## src/rtl/mem_port_arbiter_if.sv

```systemverilog
// Bus bundle between the fetch/data requesters, the arbiter and the shared RAM.
interface mem_port_arbiter_if #(
    parameter int unsigned AW = 32
);
    logic          if_req;
    logic [AW-1:0] if_addr;
    logic [31:0]   if_rdata;
    logic          if_ready;
    logic          mem_req;
    logic          mem_we;
    logic [AW-1:0] mem_addr;
    logic [31:0]   mem_wdata;
    logic [31:0]   mem_rdata;
    logic          mem_ready;
    logic          ram_en;
    logic          ram_we;
    logic [AW-1:0] ram_addr;
    logic [31:0]   ram_wdata;
    logic [31:0]   ram_rdata;

    modport slave (
        input  if_req, if_addr, mem_req, mem_we, mem_addr, mem_wdata, ram_rdata,
        output if_rdata, if_ready, mem_rdata, mem_ready,
               ram_en, ram_we, ram_addr, ram_wdata
    );

    modport master (
        output if_req, if_addr, mem_req, mem_we, mem_addr, mem_wdata, ram_rdata,
        input  if_rdata, if_ready, mem_rdata, mem_ready,
               ram_en, ram_we, ram_addr, ram_wdata
    );
endinterface

```

## src/rtl/mem_port_arbiter.sv

```systemverilog
// Fixed-latency arbiter sharing one single-port RAM between fetch and data requesters.
// Optional performance counters are enabled by defining ARB_PERF_CNT_EN.
module mem_port_arbiter #(
    parameter int unsigned MEM_LAT    = 2,
    parameter int unsigned STARVE_MAX = 3,
    parameter int unsigned AW         = 32
) (
    input  logic                clk_i,
    input  logic                rst_ni,
    mem_port_arbiter_if.slave   bus
`ifdef ARB_PERF_CNT_EN
    ,
    output logic [15:0]         perf_conflicts_o,
    output logic [15:0]         perf_fetch_wait_o
`endif
);

    typedef enum logic [1:0] {
        IDLE,
        ACCESS,
        RESP
    } state_e;

    localparam logic [3:0] LatInit   = 4'(MEM_LAT - 1);
    localparam logic [3:0] StarveMax = 4'(STARVE_MAX);

    state_e        state_q;
    logic          ownerData_q;
    logic [3:0]    cnt_q;
    logic [3:0]    starve_q;
    logic [AW-1:0] addr_q;
    logic          we_q;
    logic [31:0]   wdata_q;
    logic [31:0]   ifRdata_q;
    logic [31:0]   memRdata_q;
    logic          ifReady_q;
    logic          memReady_q;
    logic          grantData;

    // Data wins a contest unless fetch has lost STARVE_MAX contests in a row.
    assign grantData = bus.mem_req && (!bus.if_req || (starve_q != StarveMax));

    always_ff @(posedge clk_i or negedge rst_ni) begin
        if (!rst_ni) begin
            state_q     <= IDLE;
            ownerData_q <= 1'b0;
            cnt_q       <= '0;
            starve_q    <= '0;
            addr_q      <= '0;
            we_q        <= 1'b0;
            wdata_q     <= '0;
            ifRdata_q   <= '0;
            memRdata_q  <= '0;
            ifReady_q   <= 1'b0;
            memReady_q  <= 1'b0;
        end else begin
            ifReady_q  <= 1'b0;
            memReady_q <= 1'b0;
            case (state_q)
                IDLE: begin
                    if (grantData) begin
                        ownerData_q <= 1'b1;
                        addr_q      <= bus.mem_addr;
                        we_q        <= bus.mem_we;
                        wdata_q     <= bus.mem_wdata;
                        cnt_q       <= LatInit;
                        state_q     <= ACCESS;
                        if (bus.if_req && (starve_q != StarveMax)) begin
                            starve_q <= starve_q + 4'd1;
                        end
                    end else if (bus.if_req) begin
                        ownerData_q <= 1'b0;
                        addr_q      <= bus.if_addr;
                        we_q        <= 1'b0;
                        wdata_q     <= '0;
                        cnt_q       <= LatInit;
                        starve_q    <= '0;
                        state_q     <= ACCESS;
                    end
                end
                ACCESS: begin
                    if (cnt_q == 4'd0) begin
                        if (ownerData_q) begin
                            memReady_q <= 1'b1;
                            if (!we_q) begin
                                memRdata_q <= bus.ram_rdata;
                            end
                        end else begin
                            ifReady_q <= 1'b1;
                            ifRdata_q <= bus.ram_rdata;
                        end
                        state_q <= RESP;
                    end else begin
                        cnt_q <= cnt_q - 4'd1;
                    end
                end
                RESP: begin
                    state_q <= IDLE;
                end
                default: begin
                    state_q <= IDLE;
                end
            endcase
        end
    end

    // Enables decode only from flops so reset removes them without waiting for an edge.
    assign bus.ram_en    = (state_q == ACCESS);
    assign bus.ram_we    = (state_q == ACCESS) && we_q;
    assign bus.ram_addr  = addr_q;
    assign bus.ram_wdata = wdata_q;
    assign bus.if_rdata  = ifRdata_q;
    assign bus.if_ready  = ifReady_q;
    assign bus.mem_rdata = memRdata_q;
    assign bus.mem_ready = memReady_q;

`ifdef ARB_PERF_CNT_EN
    logic [15:0] conflicts_q;
    logic [15:0] fetchWait_q;

    always_ff @(posedge clk_i or negedge rst_ni) begin
        if (!rst_ni) begin
            conflicts_q <= '0;
            fetchWait_q <= '0;
        end else begin
            if ((state_q == IDLE) && bus.if_req && bus.mem_req && (conflicts_q != 16'hFFFF)) begin
                conflicts_q <= conflicts_q + 16'd1;
            end
            if (bus.if_req && !((state_q == RESP) && !ownerData_q) && (fetchWait_q != 16'hFFFF)) begin
                fetchWait_q <= fetchWait_q + 16'd1;
            end
        end
    end

    assign perf_conflicts_o  = conflicts_q;
    assign perf_fetch_wait_o = fetchWait_q;
`endif

endmodule

```

## src/flat_wrapper.sv

```systemverilog
// flat-port wrapper written by rule: the top's interface ports become plain ports
module mem_port_arbiter_flat 
#(
    parameter int unsigned MEM_LAT    = 2,
    parameter int unsigned STARVE_MAX = 3,
    parameter int unsigned AW         = 32
)
  (clk_i, rst_ni, bus_if_req, bus_if_addr, bus_mem_req, bus_mem_we, bus_mem_addr, bus_mem_wdata, bus_ram_rdata, bus_if_rdata, bus_if_ready, bus_mem_rdata, bus_mem_ready, bus_ram_en, bus_ram_we, bus_ram_addr, bus_ram_wdata);
  mem_port_arbiter_if #(.AW(AW)) bus_i ();
  input  logic clk_i;
  input  logic rst_ni;
  input wire logic [$bits(bus_i.if_req)-1:0] bus_if_req;
  input wire logic [$bits(bus_i.if_addr)-1:0] bus_if_addr;
  input wire logic [$bits(bus_i.mem_req)-1:0] bus_mem_req;
  input wire logic [$bits(bus_i.mem_we)-1:0] bus_mem_we;
  input wire logic [$bits(bus_i.mem_addr)-1:0] bus_mem_addr;
  input wire logic [$bits(bus_i.mem_wdata)-1:0] bus_mem_wdata;
  input wire logic [$bits(bus_i.ram_rdata)-1:0] bus_ram_rdata;
  output wire logic [$bits(bus_i.if_rdata)-1:0] bus_if_rdata;
  output wire logic [$bits(bus_i.if_ready)-1:0] bus_if_ready;
  output wire logic [$bits(bus_i.mem_rdata)-1:0] bus_mem_rdata;
  output wire logic [$bits(bus_i.mem_ready)-1:0] bus_mem_ready;
  output wire logic [$bits(bus_i.ram_en)-1:0] bus_ram_en;
  output wire logic [$bits(bus_i.ram_we)-1:0] bus_ram_we;
  output wire logic [$bits(bus_i.ram_addr)-1:0] bus_ram_addr;
  output wire logic [$bits(bus_i.ram_wdata)-1:0] bus_ram_wdata;
  assign bus_i.if_req = bus_if_req;
  assign bus_i.if_addr = bus_if_addr;
  assign bus_i.mem_req = bus_mem_req;
  assign bus_i.mem_we = bus_mem_we;
  assign bus_i.mem_addr = bus_mem_addr;
  assign bus_i.mem_wdata = bus_mem_wdata;
  assign bus_i.ram_rdata = bus_ram_rdata;
  assign bus_if_rdata = bus_i.if_rdata;
  assign bus_if_ready = bus_i.if_ready;
  assign bus_mem_rdata = bus_i.mem_rdata;
  assign bus_mem_ready = bus_i.mem_ready;
  assign bus_ram_en = bus_i.ram_en;
  assign bus_ram_we = bus_i.ram_we;
  assign bus_ram_addr = bus_i.ram_addr;
  assign bus_ram_wdata = bus_i.ram_wdata;
  mem_port_arbiter #(.MEM_LAT(MEM_LAT), .STARVE_MAX(STARVE_MAX), .AW(AW)) u_core (.clk_i(clk_i), .rst_ni(rst_ni), .bus(bus_i));
endmodule
```

## config.mk

```make
export PLATFORM = sky130hd
export DESIGN_NAME = mem_port_arbiter_flat
export DESIGN_NICKNAME = d
export VERILOG_FILES = /design/src/rtl/mem_port_arbiter_if.sv /design/src/rtl/mem_port_arbiter.sv /design/src/flat_wrapper.sv
export SDC_FILE = /design/constraint.sdc
export NUM_CORES = 1
export LEC_CHECK = 0
export BUFFER_PORTS_ARGS = -buffer_cell sky130_fd_sc_hd__buf_4
export CORE_ASPECT_RATIO = 0.5
export CORE_MARGIN = 2
export CORE_UTILIZATION = 40
export CTS_CLUSTER_SIZE = 40
export DETAILED_ROUTE_END_ITERATION = 6
export GPL_TIMING_DRIVEN = 0
export PLACE_DENSITY = 0.68
export SLEW_MARGIN = 20
export SYNTH_ARGS = -nofsm -noshare
export SYNTH_HDL_FRONTEND = slang
export SYNTH_SLANG_ARGS = --single-unit
```

## constraint.sdc

```tcl
create_clock -name clk_i -period 2.7 [get_ports clk_i]
set_clock_uncertainty 0.05 [all_clocks]
set_input_delay 0.54 -clock clk_i [delete_from_list [all_inputs] [get_ports clk_i]]
set_output_delay 0.54 -clock clk_i [all_outputs]
set_load 0.01 [all_outputs]
```

# After elaboration in Yosys (flattened, before gate mapping)
# Cells that the tools add are included.
[op_classes]
reduce_logical = 15
eq_ne = 6
bitwise = 2
addsub = 2
mux = 24
[ops]
columns = ["operator", "n"]
rows = [
  ["$mux W32", 4],
  ["$mux W4", 6],
  ["$mux W1", 9],
  ["$reduce_and A3 Y1", 3],
  ["$pmux W4 S2", 1],
  ["$mux W2", 3],
  ["$add A4 B1 Y4 const B", 1],
  ["$logic_not A4 Y1", 1],
  ["$ne A2 B2 Y1 const B", 2],
  ["$ne A4 B2 Y1 const B", 1],
  ["$pmux W2 S2", 1],
  ["$reduce_and A2 Y1", 2],
  ["$reduce_and A4 Y1", 1],
  ["$reduce_bool A2 Y1", 2],
  ["$sub A4 B1 Y4 const B", 1],
  ["$logic_and A1 B1 Y1", 3],
  ["$ne A3 B2 Y1 const B", 1],
  ["$eq A2 B1 Y1 const B", 1],
  ["$logic_not A2 Y1", 1],
  ["$ne A2 B1 Y1 const B", 1],
  ["$not A1 Y1", 2],
  ["$logic_not A1 Y1", 1],
  ["$logic_or A1 B1 Y1", 1],
]
[word_totals]
input_bits = 133
regBits = 142
wordCells = 60

# Logic depth before layout (Yosys ltp)
[depth]
depth_word = 5
mapped_depth = 8
depth_no_buf = 5

# Least setup slack after synthesis
# Ideal clock, no wire load.
[synth_path]
path_type = "register -> register"
from = "register u_core.cnt_q[0]"
to = "register u_core.memRdata_q[10], in the netlist u_core.bus.mem_rdata[10]"
t_arrival_ns = 2.050
slack_ns = 0.475
period_less_slack_ns = 2.225
setup_ns = 0.125
n_path_buf = 3
stages_incl_launch_ff = 9
cell_sequence = "dfrtp_1 -> inv_1 -> ha_1 -> or3b_1 -> buf_6 -> or4_4 -> buf_6 -> buf_12 -> mux2_4"
[synth_via]
elab_chain_len = 2
[synth_rtl]
columns = ["item", "line", "source"]
rows = [
  ["from (decl)", "mem_port_arbiter.sv:29", "logic [3:0] cnt_q;"],
  ["from (signal assigned)", "mem_port_arbiter.sv:66", "cnt_q <= LatInit;"],
  ["from (signal assigned)", "mem_port_arbiter.sv:76", "cnt_q <= LatInit;"],
  ["from (signal assigned)", "mem_port_arbiter.sv:94", "cnt_q <= cnt_q - 4'd1;"],
  ["$logic_not A4 Y1", "mem_port_arbiter.sv:82", "if (cnt_q == 4'd0) begin"],
  ["$reduce_and A4 Y1 (no line)", "--", ""],
  ["to (signal assigned)", "mem_port_arbiter.sv:86", "memRdata_q <= bus.ram_rdata;"],
  ["to (decl)", "mem_port_arbiter.sv:35", "logic [31:0] memRdata_q;"],
]
# No other way between the ends.
# A chain may end at the register's enable or synchronous reset.

# Final worst setup path
[layout_path]
from = "register u_core.starve_q[0]"
to = "register u_core.wdata_q[26], in the netlist u_core.bus.ram_wdata[26]"
[layout_via]
elab_chain_len = 5
word_cells_on_any_way = 6
cone_classes = "1 x eq/ne; 1 x mux; 4 x reduce/logical"
[layout_rtl]
columns = ["item", "line", "source"]
rows = [
  ["from (decl)", "mem_port_arbiter.sv:30", "logic [3:0] starve_q;"],
  ["from (signal assigned)", "mem_port_arbiter.sv:69", "starve_q <= starve_q + 4'd1;"],
  ["$ne A4 B2 Y1 *", "mem_port_arbiter.sv:41", "assign grantData = bus.mem_req && (!bus.if_req || (starve_q != StarveMax));"],
  ["$logic_or A1 B1 Y1 *", "mem_port_arbiter.sv:41", ""],
  ["$logic_and A1 B1 Y1 *", "mem_port_arbiter.sv:41", ""],
  ["$reduce_bool A2 Y1 (no line)", "--", ""],
  ["$reduce_and A2 Y1 (no line)", "--", ""],
  ["to (signal assigned)", "mem_port_arbiter.sv:65", "wdata_q <= bus.mem_wdata;"],
  ["to (decl)", "mem_port_arbiter.sv:33", "logic [31:0] wdata_q;"],
]
# Mark *: on every way between the ends. The rest lies on a longest branch, timed or not.

==> impl_metrics.json <==
{
  "die_x_um": 177,
  "rsz0062_at_grt": "no",
  "routedWlPerCell_um": 17.4,
  "syn_area_per_cell_um2": 12.9,
  "die_area_mm2": 0.0161,
  "final_util_pct": 60.7,
  "hold_violations": 0,
  "dp.cells": 927,
  "grt_usage_pct": 21.2,
  "intPower_uw": 7110,
  "synth_cell_types": 34,
  "start_kind": "register",
  "cts_buffers": 17,
  "yosysTopAreaCell": "dfrtp_1",
  "start_util_pct": 41.2,
  "hold_buffers": 0,
  "path_cells": "ha_1 > nand4bb_1 > clkbuf_1 > and3_1 > clkbuf_1 > clkbuf_1 > a22o_1",
  "status": "completed",
  "power_frac_clock_pct": 21.6,
  "relSlewSlack_pct": 54.9,
  "ios": 265,
  "remaining_drc_errors": 0,
  "async_flop_share_pct": 100,
  "p_sw_uw": 3790,
  "dp_hpwl_um": 12000,
  "leakage_uw": 0.00425,
  "swShare_pct": 34.8,
  "p_seq_share_pct": 34.9,
  "gp_congestion": 0.827,
  "clk_latency_ps": 410,
  "antenna_cells": 0,
  "ys_warn_count": 0,
  "die_h_um": 90.6,
  "grt_antenna_before_repair": 0,
  "syn-num-nets": 600,
  "grt_pass1_vias": 5130,
  "fin_cells": 959,
  "timing.fmax_mhz": 418,
  "grt-ovfl-total": 0,
  "setup_tns_ps": 0,
  "clk_pin_slew_ps": 70,
  "peakVddDrop_uv": 478,
  "setup-violations-final": 0,
  "clock_path_buffers": 2,
  "ctsResizeCount": 0,
  "slowest_delay_ps": 430,
  "yosysSeqAreaShare_pct": 59.2,
  "post-cts-setup-buffers": 0,
  "vias": 5025,
  "arrival_ps": 2680,
  "synthTopCellsByArea": "dfrtp_1, mux2_4, mux2_2",
  "ys_top_cells_by_count": "dfrtp_1, o21ai_0, clkbuf_1, nand3_1, mux2_2",
  "final_max_slew_viol_count": 0,
  "detail-route-antenna-nets": 0,
  "io_buffers": 264,
  "synth_cells": 464,
  "cellPowerDensity_mw_per_mm2": 1230,
  "drtPass1Iterations": 4,
  "synth_edf_count": 0,
  "via_per_inst": 5.24,
  "htree_num_levels": 4,
  "syn_area_mm2": 0.00600,
  "fin_crit_sh_pct": 88.7,
  "regArea_mm2": 0.00355,
  "end_kind": "register",
  "cts_tree": "built",
  "area_growth_pct": 47.5,
  "root_buffer": "clkbuf_16",
  "multiInputGateArea_mm2": 0.00220,
  "yosysMostFrequentCell": "dfrtp_1",
  "combPwrFrac_pct": 43.6,
  "initialDrtViolationCount": 196,
  "p_total_uw": 10900,
  "hold_class": "input port to async pin",
  "grt_start_max_net_pins": 87,
  "path_class": "register to register",
  "slowest_stage": "clkbuf_1",
  "grt_pass1_wl_um": 26900,
  "rows": 31,
  "cap_viol_max_count": 0,
  "nFillCells": 1221,
  "clock_sink_count": 142,
  "final_net_count": 884,
  "wl_um": 16700,
  "cpMostUsedCell": "clkbuf_1",
  "core_mm2": 0.0146,
  "synthFlopType": "dfrtp_1",
  "cp_max_fo": 10,
  "critPathRequiredTime_ps": 2990,
  "worst_pin_slew_ps": 676,
  "drive_above_1_share_pct": 49.1,
  "yosys.area.top_type_share_pct": 59.2,
  "ys_seq_elements": 142,
  "fin_crit_ps": 2400
}
state kept, by name (all words and copies together), names as in the netlist:
register              cells
u_core.bus.if_ready       1
u_core.bus.mem_ready      1
u_core.we_q               1
u_core.ownerData_q        1
u_core.bus.ram_wdata     32
u_core.bus.ram_addr      32
u_core.starve_q           4
u_core.cnt_q              4
u_core.state_q            2
u_core.bus.mem_rdata     32
u_core.bus.if_rdata      32
kinds of logic (layout without fill, tap and decap cells):
family	after synthesis	count (layout)	synth area share, %
buf+inv	50	347	4.25
fa+ha+maj	3	3	0.625
compound gates	109	109	12.6
simple gates	93	93	8.92
mux	67	67	14.4
flops	142	142	59.2
worst paths after layout:
check | slack [ps] | depth (start not counted) | end | start
worst max-delay path | 300 | 7 | u_core.bus.ram_wdata[26] | u_core.starve_q[0]
worst min-delay path | 80 | 1 | u_core.bus.ram_addr[31] | rst_ni
worst max register to register | 300 | 7 | u_core.bus.ram_wdata[26] | u_core.starve_q[0]
worst min register to register | 430 | 1 | u_core.cnt_q[3] | u_core.cnt_q[3]
max in group asynchronous | 1780 | 2 | u_core.bus.if_rdata[27] | rst_ni
min in group clk_i | 300 | 2 | u_core.bus.ram_wdata[28] | bus_mem_wdata[28]
layout make-up:
type	count	area share (%)
Sequential cell	142	40.1
Multi-Input combinational cell	272	24.8
Timing Repair Buffer	265	22.8
Clock buffer	18	4.96
Tap cell	198	2.80
Buffer	45	2.67
Clock inverter	14	1.68
Inverter	5	0.212
power groups by stage:
stage / logic (uW) / clock network, uW / registers [uW]
finish: 4750 / 2350 / 3800
global route: 5130 / 2510 / 3940
CTS: 4810 / 2400 / 3800
detailed placement: 4810 / 0 / 3810
global placement: 4720 / 0 / 3780
floorplan: 2000 / 0 / 4220
placed cells by master (no fill, tap or decap), types with 3 or more instances in the layout:
master / n
inv_8: 3
ha_1: 3
nand4_1: 33
clkbuf_1: 36
dfrtp_1: 142
clkbuf_16: 17
nand2_1: 5
nor2_1: 3
a22o_1: 33
mux2_4: 30
mux2i_1: 3
buf_2: 3
o21ai_0: 39
nand3_1: 36
buf_12: 3
inv_6: 6
inv_1: 5
o211ai_1: 32
mux2_2: 34
buf_4: 263
stage by stage:
stage	area [um^2]	setup slack (ps)	hold WS (ps)
after detailed placement	8270	268	423
after global routing	8860	110	118
after floorplan	6000	475	194
after global placement	8230	256	409
final	8860	305	76.5
after CTS	8860	265	107
critical path, delay by kind of cell (launching register included):
kind,cells,cell delay (ps)
flip-flops,1,410
buffers and inverters,3,1090
AND/OR/NAND/NOR,2,320
adder cells (fa/ha/maj),1,240
AO/OA/AOI/OAI,1,220
layer usage:
metal  routed length [um]  track usage (%)  vias up
li1                     -                -     2307
met1                 7020             27.6     2536
met2                 8460             35.3      161
met3                  943             4.84       21
met4                  295             6.83        0
met5                    0                0        -
Note: power is estimated with default switching activity, not from simulation.
